[src/rtl/lsu_pkg.sv]
`default_nettype none
// +----------------------------------------------------------------------------+
// | Module      : lsu_pkg                                                        |
// | Description : Shared types and constants for the load/store unit: FSM       |
// |               state enum, RV32I load/store funct3 codes, byte-enable masks  |
// |               and the funct3 legality helper.                                |
// | Revision    : 1.0 - initial release                                          |
// +----------------------------------------------------------------------------+
package lsu_pkg;

  typedef enum logic [1:0] {
    S_IDLE   = 2'd0,
    S_ACCESS = 2'd1,
    S_WB     = 2'd2,
    S_ERR    = 2'd3
  } lsu_state_e;

  // Load funct3 encodings
  localparam logic [2:0] C_LB  = 3'b000;
  localparam logic [2:0] C_LH  = 3'b001;
  localparam logic [2:0] C_LW  = 3'b010;
  localparam logic [2:0] C_LBU = 3'b100;
  localparam logic [2:0] C_LHU = 3'b101;

  // Store funct3 encodings
  localparam logic [2:0] C_SB  = 3'b000;
  localparam logic [2:0] C_SH  = 3'b001;
  localparam logic [2:0] C_SW  = 3'b010;

  // Byte-enable masks for lane 0; shifted left by the byte offset at use
  localparam logic [3:0] C_BMASK_B = 4'b0001;
  localparam logic [3:0] C_BMASK_H = 4'b0011;
  localparam logic [3:0] C_BMASK_W = 4'b1111;

  function automatic logic f_funct3_legal(input logic is_load, input logic [2:0] f3);
    if (is_load)
      return (f3 == C_LB) || (f3 == C_LH) || (f3 == C_LW) || (f3 == C_LBU) || (f3 == C_LHU);
    else
      return (f3 == C_SB) || (f3 == C_SH) || (f3 == C_SW);
  endfunction

endpackage
`default_nettype wire

[src/rtl/lsu_align.sv]
`default_nettype none
// +----------------------------------------------------------------------------+
// | Module      : lsu_align                                                      |
// | Description : Combinational lane logic. Stores: replicate byte/half across   |
// |               all lanes and build the byte-enable mask. Loads: pick the lane |
// |               addressed by addr[1:0] and sign/zero-extend it.               |
// | Revision    : 1.0 - initial release                                          |
// | Ports       : i_funct3     access size/sign                                  |
// |               i_addr_lo    byte offset within the word                       |
// |               i_store_data raw store operand                                 |
// |               i_rdata      memory read word                                  |
// |               o_wdata      lane-replicated store data                        |
// |               o_bmask      byte enables                                      |
// |               o_load_data  extended load result                              |
// +----------------------------------------------------------------------------+
module lsu_align
  import lsu_pkg::*;
(
  input  logic [2:0]  i_funct3,
  input  logic [1:0]  i_addr_lo,
  input  logic [31:0] i_store_data,
  input  logic [31:0] i_rdata,
  output logic [31:0] o_wdata,
  output logic [3:0]  o_bmask,
  output logic [31:0] o_load_data
);

  logic [31:0] w_shifted;

  // Bring the addressed lane down to bit 0
  assign w_shifted = i_rdata >> {i_addr_lo, 3'b000};

  always_comb begin
    o_wdata = i_store_data;
    o_bmask = C_BMASK_W;
    case (i_funct3[1:0])
      2'b00: begin
        o_wdata = {4{i_store_data[7:0]}};
        o_bmask = C_BMASK_B << i_addr_lo;
      end
      2'b01: begin
        o_wdata = {2{i_store_data[15:0]}};
        o_bmask = C_BMASK_H << i_addr_lo;
      end
      default: begin
        o_wdata = i_store_data;
        o_bmask = C_BMASK_W;
      end
    endcase
  end

  always_comb begin
    o_load_data = '0;
    case (i_funct3)
      C_LB:    o_load_data = {{24{w_shifted[7]}}, w_shifted[7:0]};
      C_LH:    o_load_data = {{16{w_shifted[15]}}, w_shifted[15:0]};
      C_LW:    o_load_data = w_shifted;
      C_LBU:   o_load_data = {24'd0, w_shifted[7:0]};
      C_LHU:   o_load_data = {16'd0, w_shifted[15:0]};
      default: o_load_data = '0;
    endcase
  end

endmodule
`default_nettype wire

[src/rtl/lsu.sv]
`default_nettype none
// +----------------------------------------------------------------------------+
// | Module      : lsu                                                            |
// | Description : RV32I load/store unit. Accepts one request in IDLE, checks     |
// |               legality/alignment, drives a single-outstanding memory access  |
// |               with timeout, and writes load results back to the regfile.    |
// | Revision    : 1.0 - initial release                                          |
// | Ports       : clk_i/rst_ni           clock, async active-low reset          |
// |               start_i..rd_addr_i     request from the pipeline               |
// |               busy_o/done_o/err_o    status                                  |
// |               rd_addr_o/rd_data_o/rd_wren_o  regfile write port             |
// |               mem_*                  data-memory request/response            |
// +----------------------------------------------------------------------------+
module lsu
  import lsu_pkg::*;
#(
  parameter int TIMEOUT_CYCLES = 255
) (
  input  logic        clk_i,
  input  logic        rst_ni,
  input  logic        start_i,
  input  logic        ld_en_i,
  input  logic        st_en_i,
  input  logic [2:0]  funct3_i,
  input  logic [31:0] rs1_data_i,
  input  logic [31:0] rs2_data_i,
  input  logic [31:0] imm_i,
  input  logic [4:0]  rd_addr_i,
  output logic        busy_o,
  output logic        done_o,
  output logic        err_o,
  output logic [4:0]  rd_addr_o,
  output logic [31:0] rd_data_o,
  output logic        rd_wren_o,
  output logic        mem_req_o,
  output logic        mem_we_o,
  output logic [31:0] mem_addr_o,
  output logic [31:0] mem_wdata_o,
  output logic [3:0]  mem_bmask_o,
  input  logic        mem_ack_i,
  input  logic [31:0] mem_rdata_i
);

  // The counter only needs to reach TIMEOUT_CYCLES-1: the ack-less cycle that
  // sees that value is the last one the request is held.
  localparam int CNT_W = (TIMEOUT_CYCLES < 2) ? 1 : $clog2(TIMEOUT_CYCLES);
  localparam logic [CNT_W-1:0] C_CNT_LAST = CNT_W'(TIMEOUT_CYCLES - 1);

  lsu_state_e       r_state;
  lsu_state_e       w_state_nxt;
  logic [31:0]      r_addr;
  logic [2:0]       r_funct3;
  logic [31:0]      r_store_data;
  logic [4:0]       r_rd;
  logic             r_is_load;
  logic [CNT_W-1:0] r_cnt;
  logic [31:0]      r_rd_data;

  logic [31:0]      w_req_addr;
  logic             w_req_ok;
  logic             w_misaligned;
  logic [31:0]      w_wdata;
  logic [3:0]       w_bmask;
  logic [31:0]      w_load_data;

  assign w_req_addr = rs1_data_i + imm_i;

  // Alignment depends only on the size bits; illegal sizes are caught by the
  // funct3 check instead.
  assign w_misaligned = ((funct3_i[1:0] == 2'b01) && w_req_addr[0]) ||
                        ((funct3_i[1:0] == 2'b10) && (w_req_addr[1:0] != 2'b00));

  assign w_req_ok = (ld_en_i ^ st_en_i) && f_funct3_legal(ld_en_i, funct3_i) && !w_misaligned;

  lsu_align u_align (
    .i_funct3     (r_funct3),
    .i_addr_lo    (r_addr[1:0]),
    .i_store_data (r_store_data),
    .i_rdata      (mem_rdata_i),
    .o_wdata      (w_wdata),
    .o_bmask      (w_bmask),
    .o_load_data  (w_load_data)
  );

  always_ff @(posedge clk_i or negedge rst_ni) begin
    if (!rst_ni) begin
      r_state      <= S_IDLE;
      r_addr       <= '0;
      r_funct3     <= '0;
      r_store_data <= '0;
      r_rd         <= '0;
      r_is_load    <= 1'b0;
      r_cnt        <= '0;
      r_rd_data    <= '0;
    end else begin
      r_state <= w_state_nxt;
      if (r_state == S_IDLE && start_i) begin
        r_addr       <= w_req_addr;
        r_funct3     <= funct3_i;
        r_store_data <= rs2_data_i;
        r_rd         <= rd_addr_i;
        r_is_load    <= ld_en_i;
        r_cnt        <= '0;
      end else if (r_state == S_ACCESS && !mem_ack_i) begin
        r_cnt <= r_cnt + 1'b1;
      end
      if (r_state == S_ACCESS && mem_ack_i && r_is_load)
        r_rd_data <= w_load_data;
    end
  end

  always_comb begin
    w_state_nxt = r_state;
    busy_o      = (r_state != S_IDLE);
    done_o      = 1'b0;
    err_o       = 1'b0;
    rd_wren_o   = 1'b0;
    mem_req_o   = 1'b0;
    mem_we_o    = 1'b0;
    mem_addr_o  = '0;
    mem_wdata_o = '0;
    mem_bmask_o = '0;
    case (r_state)
      S_IDLE: begin
        if (start_i)
          w_state_nxt = w_req_ok ? S_ACCESS : S_ERR;
      end
      S_ACCESS: begin
        mem_req_o   = 1'b1;
        mem_we_o    = !r_is_load;
        mem_addr_o  = {r_addr[31:2], 2'b00};
        mem_bmask_o = w_bmask;
        mem_wdata_o = r_is_load ? 32'd0 : w_wdata;
        if (mem_ack_i) begin
          if (r_is_load) begin
            w_state_nxt = S_WB;
          end else begin
            w_state_nxt = S_IDLE;
            done_o      = 1'b1;
          end
        end else if (r_cnt == C_CNT_LAST) begin
          w_state_nxt = S_ERR;
        end
      end
      S_WB: begin
        done_o      = 1'b1;
        rd_wren_o   = (r_rd != 5'd0);
        w_state_nxt = S_IDLE;
      end
      S_ERR: begin
        done_o      = 1'b1;
        err_o       = 1'b1;
        w_state_nxt = S_IDLE;
      end
      default: w_state_nxt = S_IDLE;
    endcase
  end

  assign rd_addr_o = r_rd;
  assign rd_data_o = r_rd_data;

endmodule
`default_nettype wire

[config.mk]
export PLATFORM = sky130hd
export DESIGN_NAME = lsu
export DESIGN_NICKNAME = d
export VERILOG_FILES = /design/src/rtl/lsu_pkg.sv /design/src/rtl/lsu_align.sv /design/src/rtl/lsu.sv
export SDC_FILE = /design/constraint.sdc
export NUM_CORES = 1
export LEC_CHECK = 0
export BUFFER_PORTS_ARGS = -buffer_cell sky130_fd_sc_hd__buf_2
export CAP_MARGIN = 30
export CORE_MARGIN = 1
export CORE_UTILIZATION = 47
export DETAILED_ROUTE_END_ITERATION = 10
export GPL_ROUTABILITY_DRIVEN = 0
export PLACE_DENSITY_LB_ADDON = 0.2
export SETUP_SLACK_MARGIN = 0.2
export SYNTH_ARGS = -nofsm -noshare
export SYNTH_HDL_FRONTEND = slang
export SYNTH_SLANG_ARGS = --single-unit
[constraint.sdc]
create_clock -name clk_i -period 1.8 [get_ports clk_i]
set_clock_uncertainty 0.1 [all_clocks]
set_input_delay 0.09 -clock clk_i [delete_from_list [all_inputs] [get_ports clk_i]]
set_output_delay 0.09 -clock clk_i [all_outputs]
set_load 0.05 [all_outputs]
==> run metrics, run 1 <==
Most used DFF post-synth dfrtp_1; Compound-Gate Fraction of Synth Area 18.2%; Avg Inst Size Synth about 8.1 um2; Netlist cell types between 60 and 70; number of flops mapped to enable cells by yosys 0; Worst EP post-GRT repair r_addr[28]$_DFFE_PN0P_/D; CTS buffer count 17; Mapped Cells between 900 and 1000; combinational family with the most area after synthesis simple AND/OR/NAND/NOR gates; number of port buffers 250; largest net degree at the start of global routing between 40 and 50; Syn Std Cell Area between 0.007 and 0.008 mm2; CTS Buffer Depth 2; yosys warns 0; initial antenna violation count 4; clock root cell clkbuf_16; Stop stage global routing (5_1_grt); status aborted with a tool error; synth top area cells dfrtp_1, nand2_1, a21oi_1; Post-Synth XOR/XNOR Area ~3.7%; Post-DP HPWL 17.2 mm; FFs w/ async S/R, synth 100%; post-synthesis sequential area ratio a little under two fifths; row cnt 46; most frequent cell after synthesis nand2_1; share of the synthesized area in the top cell type 37.8%; H-tree depth 4; Synth Area in Simple Gates roughly 24%; Sink Count 115; Initial Util between 40% and 50%; Yosys reg bits approximately 120; Worst EP Category register input; most frequent cells after synthesis nand2_1, dfrtp_1, a21oi_1; GR Overflow Total 34; overall global routing resource usage between 80% and 90%; Tool Error [ERROR GRT-0232] Routing congestion too high. Check the congestion heatmap in the GUI.; height of the chip roughly 130 um; synthesized-area fraction occupied by adder cells around 5.7%; die width roughly 130 um; # IOs approximately 250; largest area contributor in the netlist dfrtp_1; multiplexer area fraction after synthesis 5.81%
[cell families after synthesis]
group           after synthesis
compound gates              235
flops                       115
buf+inv                      74
simple gates                411
mux                          43
other cells                   1
xor+xnor                     32
fa+ha+maj                    34
[routing by layer]
layer	overflow	global-route usage, %
met1	0	79.6
met2	18	95.6
met3	0	68.4
met4	16	84.4
met5	0	25.0
[stage by stage]
| step | hold slack [ns] | setup WS (ns) | instance area (um2) | TNS [ns] | std cells |
|---|---|---|---|---|---|
| after global placement | -0.0586 | -0.588 | 10300 | -7.97 | 1461 |
| after detailed placement | -0.0589 | -0.634 | 10300 | -8.89 | 1461 |
| after CTS | 0.0125 | -0.114 | 13000 | -3.75 | 1581 |
| after floorplan | -0.306 | -0.389 | 8290 | -3.17 | 946 |
[repair_timing]
item	CTS
setup endpoints to repair	174
pin swaps	70
hold endpoints to repair	167
setup buffers	27
hold buffers	53
gates resized for setup	332
cloned	9
==> inputs of run 2 (changes only) <==
CORE_UTILIZATION = 40   (was 47)
PLACE_DENSITY_LB_ADDON = 0.15   (was 0.2)
SETUP_SLACK_MARGIN = unset   (was 0.2)
clock period = 2.3 ns   (was 1.8 ns; I/O delays follow)
==> run 2 against run 1 <==
  * The flow now finishes without violations
  * Synthesized area stayed put
  * Synthesized cell count stayed put
==> run metrics, run 2 <==
layout cells sized above 1 29.4%; Critical Path Fanout Max 12; Static Leak 5.32 nW; post-detailed-route count of antenna-violating nets 0; via count between 7000 and 8000; CORE AREA about 0.019 mm2; CP Capture Type output port; overall global routing resource usage 24.2%; max incr delay on CP roughly 0.50 ns; largest area contributor in the netlist dfrtp_1 (unchanged); row cnt 50 (was 46); Mapped Cells 945 (unchanged); Clk pwr share between 15 and 20%; DRC 0; unrepaired setup endpoints after global routing no; Layout area overhead 37.4%; share of the synthesized area in the top cell type 37.8% (unchanged); FFs w/ async S/R, synth 100% (unchanged); final net count 1438; most frequent cell after synthesis nand2_1 (unchanged); placed cell area 0.00934 mm2 (was 0.0103 mm2); setup repair bufs after CTS 0 (was 27); H-tree depth 4 (unchanged); P_sw between 6 and 7 mW; CTS Buffer Depth 2 (unchanged); non-filler cells, final approximately 1500; Max Fclk around 0.46 GHz; # IOs 253 (unchanged); CP delay by family, top buffers and inverters; number of port buffers 250 (unchanged); GR Overflow Total 0; synth top area cells dfrtp_1, nand2_1, a21oi_1 (unchanged); number of flops mapped to enable cells by yosys 0 (unchanged); Initial Util 40.7% (was 48.1%); Worst slew margin between 60% and 70%; Int Pwr 6.62 mW; worst path bufs/invs 3; status finished, final reports clean (was aborted with a tool error); Sw Share about half; Fin. Hold Viols 0; final worst path period share 95.0%; Worst-Margin Slew about 0.59 ns; CP max stage cell dfrtp_1; commonest non-fill, non-tap cells in the layout buf_2, nand2_1, dfrtp_1; Yosys reg bits 115 (unchanged); Min-Delay Path Class input port to register; Netlist cell types 67 (unchanged); Req. time, crit path ~2.1 ns; Cells after DPL 1425 (was 1461); fin. max-slew vios 0; clock root cell clkbuf_16 (unchanged); first-pass detailed-route iteration total 5; largest net degree at the start of global routing 44; Final Setup Violations 0; Syn Std Cell Area 0.00762 mm2 (unchanged); worst vdd ir 0.000512 V; Via density between 5 and 6; Pwr Total 13.1 mW; height of the chip 140 um (was 129 um); post-synthesis sequential area ratio 37.8% (unchanged); crit start category register; most frequent cells after synthesis nand2_1, dfrtp_1, a21oi_1 (unchanged); first-pass GRT wire length 37.7 mm; Critical Path, Cell by Cell nand2b_4, inv_1, nand2b_2, buf_4, a21oi_1, buf_4; CP most frequent cell buf_4; die width 140 um (was 129 um); CTS buffer count 17 (unchanged); total negative slack 0 ns; max-cap viol count 0; Avg Inst Size Synth 8.06 um2 (unchanged); final core occ 56.0%; CTS tree done; Comb pwr share 53.2%; post-route cell area 0.0105 mm2; Total Routed Length approximately 24 mm; yosys warns 0 (unchanged); sequential power share about 27%; vias in the first global route approximately 7400; WS Path Type register to output port; clk slew on worst S/H paths around 0.05 ns; Sink Count 115 (unchanged); CP arrival ~2.0 ns; Ant. Diodes 0; PwrDens around 1300 mW/mm2; initial antenna violation count 0; most common cell after layout, fill and taps aside buf_2; initial drt markers about 400; Post-DP HPWL 17.5 mm (was 17.2 mm); min cycle time layout around 2.2 ns; worst skew pair latency 0.41 ns; Most used DFF post-synth dfrtp_1 (unchanged); DR WL/cell around 16 um; Die Footprint roughly 0.02 mm2
[run 2: cell counts after synthesis]
Identical to the previous run, type by type.
[run 2: layout make-up]
type | count | area (um2)
fillers | 1806 | 8240
multi-input cells | 757 | 4430
flip-flops and latches | 115 | 2880
repair buffers | 357 | 2250
clock buffers | 17 | 425
well taps | 234 | 293
clock inverters | 15 | 143
inverters | 14 | 52.6
[run 2: metal layers]
metal  global-route usage (%)  vias to the layer above  part of all wire (%)
met5                        0                        -                     0
met4                     8.50                        0                   2.2
met3                     4.34                       36                   4.9
met2                     38.8                      275                    46
met1                     32.8                     3630                    47
li1                         -                     3885                     -
[run 2: stage by stage]
step                setup slack (ns)  hold WS, ns
finish                         0.116       0.0146
global route                  0.0218       0.0241
CTS                          0.00653      0.00605
detailed placement            -0.305       0.0629
global placement              -0.266       0.0647
floorplan                    -0.0344       -0.281
[run 2: repair_timing]
action	CTS	global route
resized for setup	6	9
setup endpoints to repair	39	36
endpoints found under the hold margin	91	0
hold buffers	52	0
[run 2: logic make-up (layout without fill, tap and decap cells)]
kind of cell               Yosys count  count (layout)  share of synthesized area (%)
buffers and inverters               74             403                           4.60
DFF                                115             115                           37.8
and+or+nand+nor                    411             411                           24.2
adders and majority gates           34              34                           5.68
other                                1               2                         0.0492
xor gates and xnor gates            32              32                           3.68
AOI/OAI and AO/OA                  235             235                           18.2
muxes                               43              43                           5.81
[run 2: power groups by stage]
stage	Combinational [mW]	Clock [mW]	Sequential (mW)
detailed placement	6.85	0	3.59
floorplan	4.23	0	4.30
CTS	6.96	2.61	3.56
finish	6.96	2.55	3.58
global placement	6.78	0	3.56
global route	7.56	2.69	3.69
[run 2: worst paths after layout]
check                                    to        from  depth (start not counted)  slack (ns)
setup / recovery             mem_wdata_o[9]  r_state[0]                          6        0.12
hold / removal                   r_state[1]     st_en_i                          4        0.01
setup reg to reg              rd_data_o[20]   r_addr[1]                          8        0.33
hold reg to reg                  r_addr[20]  r_addr[20]                          2        0.37
max in group asynchronous        r_addr[28]      rst_ni                          3        1.31
min in group asynchronous  r_store_data[12]      rst_ni                          2        0.15
[run 2: worst reg2reg max path, delay by kind of cell (launching register included)]
kind,cells,cell delay (ns)
buffers and inverters,2,0.49
AOI/OAI and AO/OA,4,0.62
DFF,1,0.43
and+or+nand+nor,2,0.25
Power figures use the tool's default switching activity.
